## src/rtl/conway_pkg.sv

```systemverilog
// Shared types and defaults for the grid sequencer.
//   grid_seq_state_t   : sequencer FSM state encoding
//   GRID_CELLS_DEFAULT : default number of cells in a serial grid load
//   GEN_WIDTH_DEFAULT  : default width of the generation target / counter
//   CELL_CNT_WIDTH     : cell counter width, wide enough for the largest legal grid
package conway_pkg;

    localparam int unsigned GRID_CELLS_DEFAULT = 25;
    localparam int unsigned GEN_WIDTH_DEFAULT  = 16;
    localparam int unsigned CELL_CNT_WIDTH     = 16;

    typedef enum logic [2:0] {
        StIdle,
        StLoad,
        StLoaded,
        StRun,
        StDone
    } grid_seq_state_t;

endpackage

```

## src/rtl/up_counter.sv

```systemverilog
// Generic up counter with synchronous clear and count enable.
//   clk_i   : clock
//   rst_ni  : asynchronous active-low reset, forces the count to zero
//   clr_i   : synchronous clear, has priority over en_i
//   en_i    : increment by one this cycle
//   count_o : current count
module up_counter #(
    parameter int unsigned Width = 16
) (
    input  logic             clk_i,
    input  logic             rst_ni,
    input  logic             clr_i,
    input  logic             en_i,
    output logic [Width-1:0] count_o
);

    logic [Width-1:0] count_d, count_q;

    always_comb begin
        count_d = count_q;
        if (clr_i) begin
            count_d = '0;
        end else if (en_i) begin
            count_d = count_q + Width'(1);
        end
    end

    always_ff @(posedge clk_i or negedge rst_ni) begin
        if (!rst_ni) begin
            count_q <= '0;
        end else begin
            count_q <= count_d;
        end
    end

    assign count_o = count_q;

endmodule

```

## src/rtl/grid_sequencer.sv

```systemverilog
// Sequences a cellular-automaton grid memory: serial image load, then a
// bounded number of generations, one per clock.
//   clk, reset         : clock, asynchronous active-low reset
//   load_start         : begin a serial load (IDLE or LOADED)
//   bit_valid/bit_data : serial cell source; bit_ready shows acceptance
//   run_start/stop     : begin / pause a run; gen_target sampled on run_start
//   load_mode          : grid shift-load enable (accept cycles only)
//   run_mode           : grid next-generation enable
//   serial_out         : grid serial input
//   loaded, busy, done : status; done pulses once when the target is reached
//   gen_count          : generations completed in the current run
module grid_sequencer
    import conway_pkg::*;
#(
    parameter int unsigned GRID_CELLS = GRID_CELLS_DEFAULT,
    parameter int unsigned GEN_WIDTH  = GEN_WIDTH_DEFAULT
) (
    input  logic                 clk,
    input  logic                 reset,
    input  logic                 load_start,
    input  logic                 bit_valid,
    input  logic                 bit_data,
    output logic                 bit_ready,
    input  logic                 run_start,
    input  logic                 stop,
    input  logic [GEN_WIDTH-1:0] gen_target,
    output logic                 load_mode,
    output logic                 run_mode,
    output logic                 serial_out,
    output logic                 loaded,
    output logic                 busy,
    output logic [GEN_WIDTH-1:0] gen_count,
    output logic                 done
);

    localparam logic [CELL_CNT_WIDTH-1:0] LastCell = CELL_CNT_WIDTH'(GRID_CELLS - 1);

    grid_seq_state_t             state_d, state_q;
    logic [GEN_WIDTH-1:0]        target_d, target_q;
    logic [CELL_CNT_WIDTH-1:0]   cell_cnt;
    logic                        cell_clr, cell_en;
    logic                        gen_clr, gen_en;
    logic [GEN_WIDTH-1:0]        gen_next;

    assign gen_next = gen_count + GEN_WIDTH'(1);

    up_counter #(
        .Width (CELL_CNT_WIDTH)
    ) u_cell_cnt (
        .clk_i   (clk),
        .rst_ni  (reset),
        .clr_i   (cell_clr),
        .en_i    (cell_en),
        .count_o (cell_cnt)
    );

    up_counter #(
        .Width (GEN_WIDTH)
    ) u_gen_cnt (
        .clk_i   (clk),
        .rst_ni  (reset),
        .clr_i   (gen_clr),
        .en_i    (gen_en),
        .count_o (gen_count)
    );

    always_comb begin
        state_d    = state_q;
        target_d   = target_q;
        cell_clr   = 1'b0;
        cell_en    = 1'b0;
        gen_clr    = 1'b0;
        gen_en     = 1'b0;
        bit_ready  = 1'b0;
        load_mode  = 1'b0;
        serial_out = 1'b0;
        run_mode   = 1'b0;
        loaded     = 1'b0;
        busy       = 1'b0;
        done       = 1'b0;

        unique case (state_q)
            StIdle: begin
                if (load_start) begin
                    state_d  = StLoad;
                    cell_clr = 1'b1;
                end
            end
            StLoad: begin
                bit_ready = 1'b1;
                busy      = 1'b1;
                if (bit_valid) begin
                    load_mode  = 1'b1;
                    serial_out = bit_data;
                    cell_en    = 1'b1;
                    if (cell_cnt == LastCell) begin
                        state_d = StLoaded;
                    end
                end
            end
            StLoaded: begin
                loaded = 1'b1;
                // Reload takes priority over a simultaneous run request.
                if (load_start) begin
                    state_d  = StLoad;
                    cell_clr = 1'b1;
                end else if (run_start) begin
                    gen_clr  = 1'b1;
                    target_d = gen_target;
                    state_d  = (gen_target == '0) ? StDone : StRun;
                end
            end
            StRun: begin
                loaded   = 1'b1;
                busy     = 1'b1;
                run_mode = 1'b1;
                gen_en   = 1'b1;
                // Completion wins over a stop in the final generation.
                if (gen_next == target_q) begin
                    state_d = StDone;
                end else if (stop) begin
                    state_d = StLoaded;
                end
            end
            StDone: begin
                loaded  = 1'b1;
                done    = 1'b1;
                state_d = StLoaded;
            end
            default: begin
                state_d = StIdle;
            end
        endcase
    end

    always_ff @(posedge clk or negedge reset) begin
        if (!reset) begin
            state_q  <= StIdle;
            target_q <= '0;
        end else begin
            state_q  <= state_d;
            target_q <= target_d;
        end
    end

endmodule
```

## config.mk

```make
export PLATFORM = sky130hd
export DESIGN_NAME = grid_sequencer
export DESIGN_NICKNAME = d
export VERILOG_FILES = /design/src/rtl/conway_pkg.sv /design/src/rtl/up_counter.sv /design/src/rtl/grid_sequencer.sv
export SDC_FILE = /design/constraint.sdc
export NUM_CORES = 1
export LEC_CHECK = 0
export BUFFER_PORTS_ARGS = -buffer_cell sky130_fd_sc_hd__buf_4
export CAP_MARGIN = 20
export CORE_MARGIN = 2
export CORE_UTILIZATION = 51
export CTS_CLUSTER_DIAMETER = 30
export DETAILED_ROUTE_END_ITERATION = 6
export HOLD_SLACK_MARGIN = 0.12
export PLACE_DENSITY_LB_ADDON = 0.15
export SYNTH_ARGS = -nofsm -noshare
export SYNTH_HDL_FRONTEND = slang
export SYNTH_SLANG_ARGS = --single-unit
export TNS_END_PERCENT = 30
```

## constraint.sdc

```tcl
create_clock -name clk -period 1.9 [get_ports clk]
set_input_delay 0.19 -clock clk [delete_from_list [all_inputs] [get_ports clk]]
set_output_delay 0.19 -clock clk [all_outputs]
set_load 0.005 [all_outputs]
```

# After elaboration in Yosys (flattened, before gate mapping)
# Cells that the tools add are included.
# Widths: inputs -> output; s select.
word_totals:
  output_inout_bits: 23
  wordCells: 54
  regBits: 51
  input_bits: 23
classes:
  add_sub_neg: 2
  n_eq_ne: 11
  n_reduce_logical: 9
  bitwise_logic: 1
  mux: 27
op_table:
  columns: ["op", "count"]
  rows:
  - ["$mux 16", 4]
  - ["$add 16x1->16 const B", 2]
  - ["$mux 3", 8]
  - ["$eq 16x16->1", 1]
  - ["$eq 16x5->1 const B", 1]
  - ["$logic_not 16->1", 1]
  - ["$pmux 3 s5", 1]
  - ["$mux 1", 14]
  - ["$eq 3x2->1 const B", 2]
  - ["$ne 2x2->1 const B", 3]
  - ["$ne 3x3->1 const B", 2]
  - ["$reduce_and 5->1", 1]
  - ["$reduce_bool 2->1", 2]
  - ["$reduce_or 2->1", 2]
  - ["$eq 3x1->1 const B", 1]
  - ["$eq 3x3->1 const B", 1]
  - ["$logic_not 3->1", 1]
  - ["$reduce_and 3->1", 1]
  - ["$reduce_or 3->1", 1]
  - ["$not 1->1", 1]

# Longest topological paths before layout
depth:
  ltp_word: 5
  depth_mapped: 8
  mapped_depth_nobuf: 7

# By module
# From an unflattened synthesis, not the netlist that was laid out.
hier_totals:
  cells_unflattened: 316
  hier_area_um2: 3204.3
by_module_without_submodules:
  columns: ["mod", "cells_per_inst", "seq_area_each_um2", "n_inst", "area_per_inst_um2"]
  rows:
  - ["up_counter", 82, 400.4, 2, 872.1]
  - ["grid_sequencer", 152, 475.5, 1, 1460.2]

# Worst setup path before layout
# No wires, ideal clock.
synth_timing:
  kind: "reg-to-reg"
  startpoint: "register u_gen_cnt.count_q[0], in the netlist u_gen_cnt.count_o[0]"
  endpoint: "register state_q[1]"
  t_arrival_ns: 1.932
  required_ns: 1.763
  setup_time_ns: 0.137
  stages_incl_launch_ff: 8
  slack_ns: -0.169
  path_cell_list: "dfrtp_1 > ha_1 > xor2_1 > a211o_2 > nor4b_1 > nand4_1 > nor4_2 > o21ai_0"
synth_between:
  elab_chain_len: 4
  word_cells_on_any_way: 6
  cone_classes: "1 x add/sub; 2 x eq/ne; 2 x mux; 1 x reduce/logical"
synth_lines:
  columns: ["element", "line_no", "rtl"]
  rows:
  - ["from (decl)", "up_counter.sv:17", "logic [Width-1:0] count_d, count_q;"]
  - ["from (signal assigned)", "up_counter.sv:32", "count_q <= count_d;"]
  - ["$add 16x1->16 (*)", "grid_sequencer.sv:45", "assign gen_next = gen_count + GEN_WIDTH'(1);"]
  - ["$eq 16x16->1 (*)", "grid_sequencer.sv:119", "if (gen_next == target_q) begin"]
  - ["$ne 3x3->1 (no source line) / $mux 3 (equally long branches)", null, null]
  - ["$reduce_and 5->1 (no source line) / $pmux 3 s5 (equally long branches)", null, null]
  - ["to (signal assigned)", "grid_sequencer.sv:138", "state_q <= StIdle;"]
  - ["to (signal assigned)", "grid_sequencer.sv:141", "state_q <= state_d;"]
  - ["to (decl)", "grid_sequencer.sv:38", "grid_seq_state_t state_d, state_q;"]
# Mark *: on every way between the ends. The rest lies on a longest branch, timed or not.
# A chain may end at the register's enable or synchronous reset.

# Worst setup path after layout
layout_timing:
  startpoint: "input gen_target[1]"
  endpoint: "register state_q[1]"
layout_between:
  elab_chain_len: 5
layout_lines:
  columns: ["element", "line_no", "rtl"]
  rows:
  - ["from (decl)", "grid_sequencer.sv:26", "input logic [GEN_WIDTH-1:0] gen_target,"]
  - ["$logic_not 16->1", "grid_sequencer.sv:110", "state_d = (gen_target == '0) ? StDone : StRun;"]
  - ["$mux 3", "grid_sequencer.sv:110", null]
  - ["$mux 3", "grid_sequencer.sv:107", "end else if (run_start) begin"]
  - ["$mux 3", "grid_sequencer.sv:104", "if (load_start) begin"]
  - ["$pmux 3 s5", "grid_sequencer.sv:82", "unique case (state_q)"]
# Every way passes these cells. The select of a mux whose other input is x is not followed.

==> impl_results.md <==
* WL/cell at 15.8 µm
* CP startpoint kind: input port
* Synthesized area at slightly below 0.003 mm²
* Initial antenna violation count at 0
* Total Neg Setup Slack at -145 ps
* Hold endpoint: target_q[14]$_DFFE_PN0P_
* Peak supply drop at 0.772 mV
* Sequential area share after synthesis at 0.433
* Final setup vio count at 3
* HP Class: in2reg
* Critical-path cell list: dlygate4sd3_1 > buf_4 > nor4_1 > nand4_1 > buf_4 > nor2_1 > nor3b_1 > a211oi_1 > o21ai_1
* Overall Power at 4360 µW
* Final setup skew at 19.9 ps
* CP endpoint kind: register
* Initial DRC count at around 220
* Seq cells post-synth at 51
* Ys async rst share at 1.00
* Post-synth net total at 345
* Max-cap viol count at 0
* Worst reg-to-reg path cell count at 8
* Clock sink total at 51
* Status: finished with violations
* Post-synth EDFFs at 0
* Fin crit share at 1.04
* Leakage at ~0.0019 µW
* Final hold viol count at 0
* Max-slew violations at 0
* TritonCTS Buffers at 5
* Placer Congestion at 0.886
* Root buffer selected by CTS: clkbuf_8
* Clk buf depth at 2
* P per Cell Area at 1100 mW/mm²
* Ys Warns at 0
* First-pass DRT Iterations at 5
* Top FF cell, synth: dfrtp_1
* HPWL after DPL at 5.40 mm
* Effective utilization at floorplan at 0.532
* Reg clk slew, reported paths at 110 ps
* Synthesis-to-finish area growth at 34.3%
* Minimum clock period at a little under 2000 ps
* Syn_area_per_cell at roughly 9.2 µm²
* # IOs at 46
* Ant. Diodes at 0
* Die footprint at ~0.0064 mm²
* Fmax at 0.506 GHz
* Final ANT Viol Nets at 0
* Chip width at 80.0 µm
* CP max FO at 3
* Share of cells above drive strength 1 at 0.328
* RSZ-0062 raised after global routing: yes
* Synth Instances at approximately 320
* Crit path largest cell delay at 530 ps
* Worst Path Arrival at between 2000 and 2500 ps
* CP most frequent cell: buf_4
* Port Buffers at 45
* Critical path type: in2reg
* Critical R2R Capture: state_q[1]$_DFFE_PN0P_
* Hold path start: gen_target[14]
* Clk_lat worst skew at approximately 330 ps
* Worst EP required at 2120 ps
* GRT Util Overall at 0.253
* Row Count at 27
* Grt ovf at 0
* Via count at 2781
* Worst Max-Slew Pin Slew at 654 ps
* Pin count of the biggest net entering global routing at between 50 and 60
* Yosys cell types at 44
* Slew headroom at 0.564
* First-pass GRT wire length at 12.5 mm
* Core ar. at 0.00554 mm²
* Final nets at 436
* Slowest cell on the critical path: dlygate4sd3_1
* Die H at approximately 80 µm
* Place WS at -209 ps
* CP delay by family, top: buffers and inverters
* Vias in the first global route at 2612
* H-tree depth at 2
* Fin worst setup slack at -75.7 ps
* CP bufs+invs at 3
* Fillers at 437
* Hold path cells at 2
* Register-to-register setup slack at -40 ps
* CTS tree: yes
* Routed WL at roughly 7.6 mm
* Number of remaining DRC errors at 0
* Failing checks: setup timing
* Via-to-Cell Ratio at 5.76
* FF-to-FF Start: u_gen_cnt.count_o[0]$_DFFE_PN0P_
## sequential cells by signal, indices dropped and copies added, names as in the netlist
signal              cells
state_q                 3
target_q               16
u_cell_cnt.count_o     16
u_gen_cnt.count_o      16
## cell families (layout without fill, tap and decap cells)
group / count (synthesis) / after routing / share of synthesized area
AOI/OAI and AO/OA: 63 / 63 / 0.133
xor gates and xnor gates: 32 / 32 / 0.0951
and+or+nand+nor: 130 / 130 / 0.231
buffers and inverters: 26 / 118 / 0.0416
muxes: 14 / 14 / 0.0535
adders and majority gates: 3 / 3 / 0.0127
DFF: 51 / 51 / 0.433
## worst max path at each step
stage | start | endpoint | slack [ps] | cells after the start
floorplan | u_gen_cnt.count_o[1]$_DFFE_PN0P_ | state_q[0]$_DFFE_PN0P_ | -20 | 7
global placement | u_gen_cnt.count_o[1]$_DFFE_PN0P_ | state_q[0]$_DFFE_PN0P_ | -120 | 9
detailed placement | u_gen_cnt.count_o[1]$_DFFE_PN0P_ | state_q[0]$_DFFE_PN0P_ | -210 | 9
CTS | u_gen_cnt.count_o[1]$_DFFE_PN0P_ | state_q[1]$_DFFE_PN0P_ | -50 | 8
global route | u_gen_cnt.count_o[1]$_DFFE_PN0P_ | state_q[1]$_DFFE_PN0P_ | -180 | 8
finish | gen_target[1] | state_q[1]$_DFFE_PN0P_ | -80 | 9
## Yosys cell counts (2+ instances only)
cell       n  area, µm²
and3_1     5       31.3
mux2_2    14        158
xor2_1    19        166
nand2_1   23       86.3
nor2_1    36        135
and2_1     2       12.5
nand4_1   13       81.3
buf_2     11       55.1
o21ai_0   27        135
buf_4      3       22.5
a21o_1     2       15.0
xnor2_1   13        114
nor3_1    11       55.1
o31ai_1    8       60.1
nor2b_1    5       31.3
dfrtp_1   51       1280
nor4_2     2       25.0
inv_1      6       22.5
nand3_1   11       55.1
ha_1       3       37.5
and4_1     3       26.3
nor4_1     6       37.5
or3_1      2       12.5
nor3b_1    4       30.0
clkbuf_1   5       18.8
a21oi_1   11       55.1
nor4bb_1   2       20.0
a31oi_1    5       31.3
## worst register-to-register path, stage by stage (launching register included)
cell       delay (ps)
dfrtp_2           410
buf_4             120
and4_4            280
nand2_4            70
a311oi_2          300
o2111ai_2         160
nor4_2            280
buf_4             170
o21ai_1            60
## through the flow
step / util / hold slack, ps / instance area [µm²] / cells
floorplan: - / -106 / 2980 / 319
global placement: 0.651 / 251 / 3610 / 457
detailed placement: 0.651 / 266 / 3610 / 457
CTS: 0.700 / 122 / 3880 / 480
global route: 0.714 / 124 / 3960 / 483
finish: 0.714 / 127 / 3960 / 483
## power by group
group | switching (µW) | internal [µW]
logic | 892 | 1040
registers | 352 | 1380
clock network | 420 | 272
## per-layer routing
metal	up-vias	global-route usage	part of all wire
met3	8	0.0430	0.048
met1	1357	0.352	0.46
met5	-	0	0
met4	0	0.0746	0.013
li1	1329	-	-
met2	87	0.406	0.48
## timing repair
item | in CTS | in global routing
setup buffers | 1 | 2
endpoints found under the setup margin | 13 | 9
hold buffers | 14 | 1
endpoints found under the hold margin | 64 | 1
pin swaps | 6 | 1
gates resized for setup | 8 | 12
## final cells by class
cell class / instances / area (µm²) / share of cell area
clock buffers: 5 / 68.8 / 0.0174
clock inverters: 3 / 26.3 / 0.00664
inverters: 7 / 26.3 / 0.00664
multi-input cells: 242 / 1650 / 0.417
flip-flops and latches: 51 / 1280 / 0.324
well taps: 72 / 90.1 / 0.0228
repair buffers: 103 / 815 / 0.206
## placed cells by master (no fill, tap or decap), types with 5 or more instances in the layout
master	netlist	routed
xor2_1	19	19
nand2_1	23	23
a21oi_1	11	11
xnor2_1	13	12
o31ai_1	8	8
mux2_2	14	14
dlygate4sd3_1	0	15
dfrtp_1	51	47
nand4_1	13	13
inv_1	6	6
nand3_1	11	11
nor2_1	36	34
nor3_1	11	9
buf_4	3	87
clkbuf_8	0	5
nor4_1	6	5
o21ai_0	27	26
No activity file was read; power rests on OpenSTA's default activity.
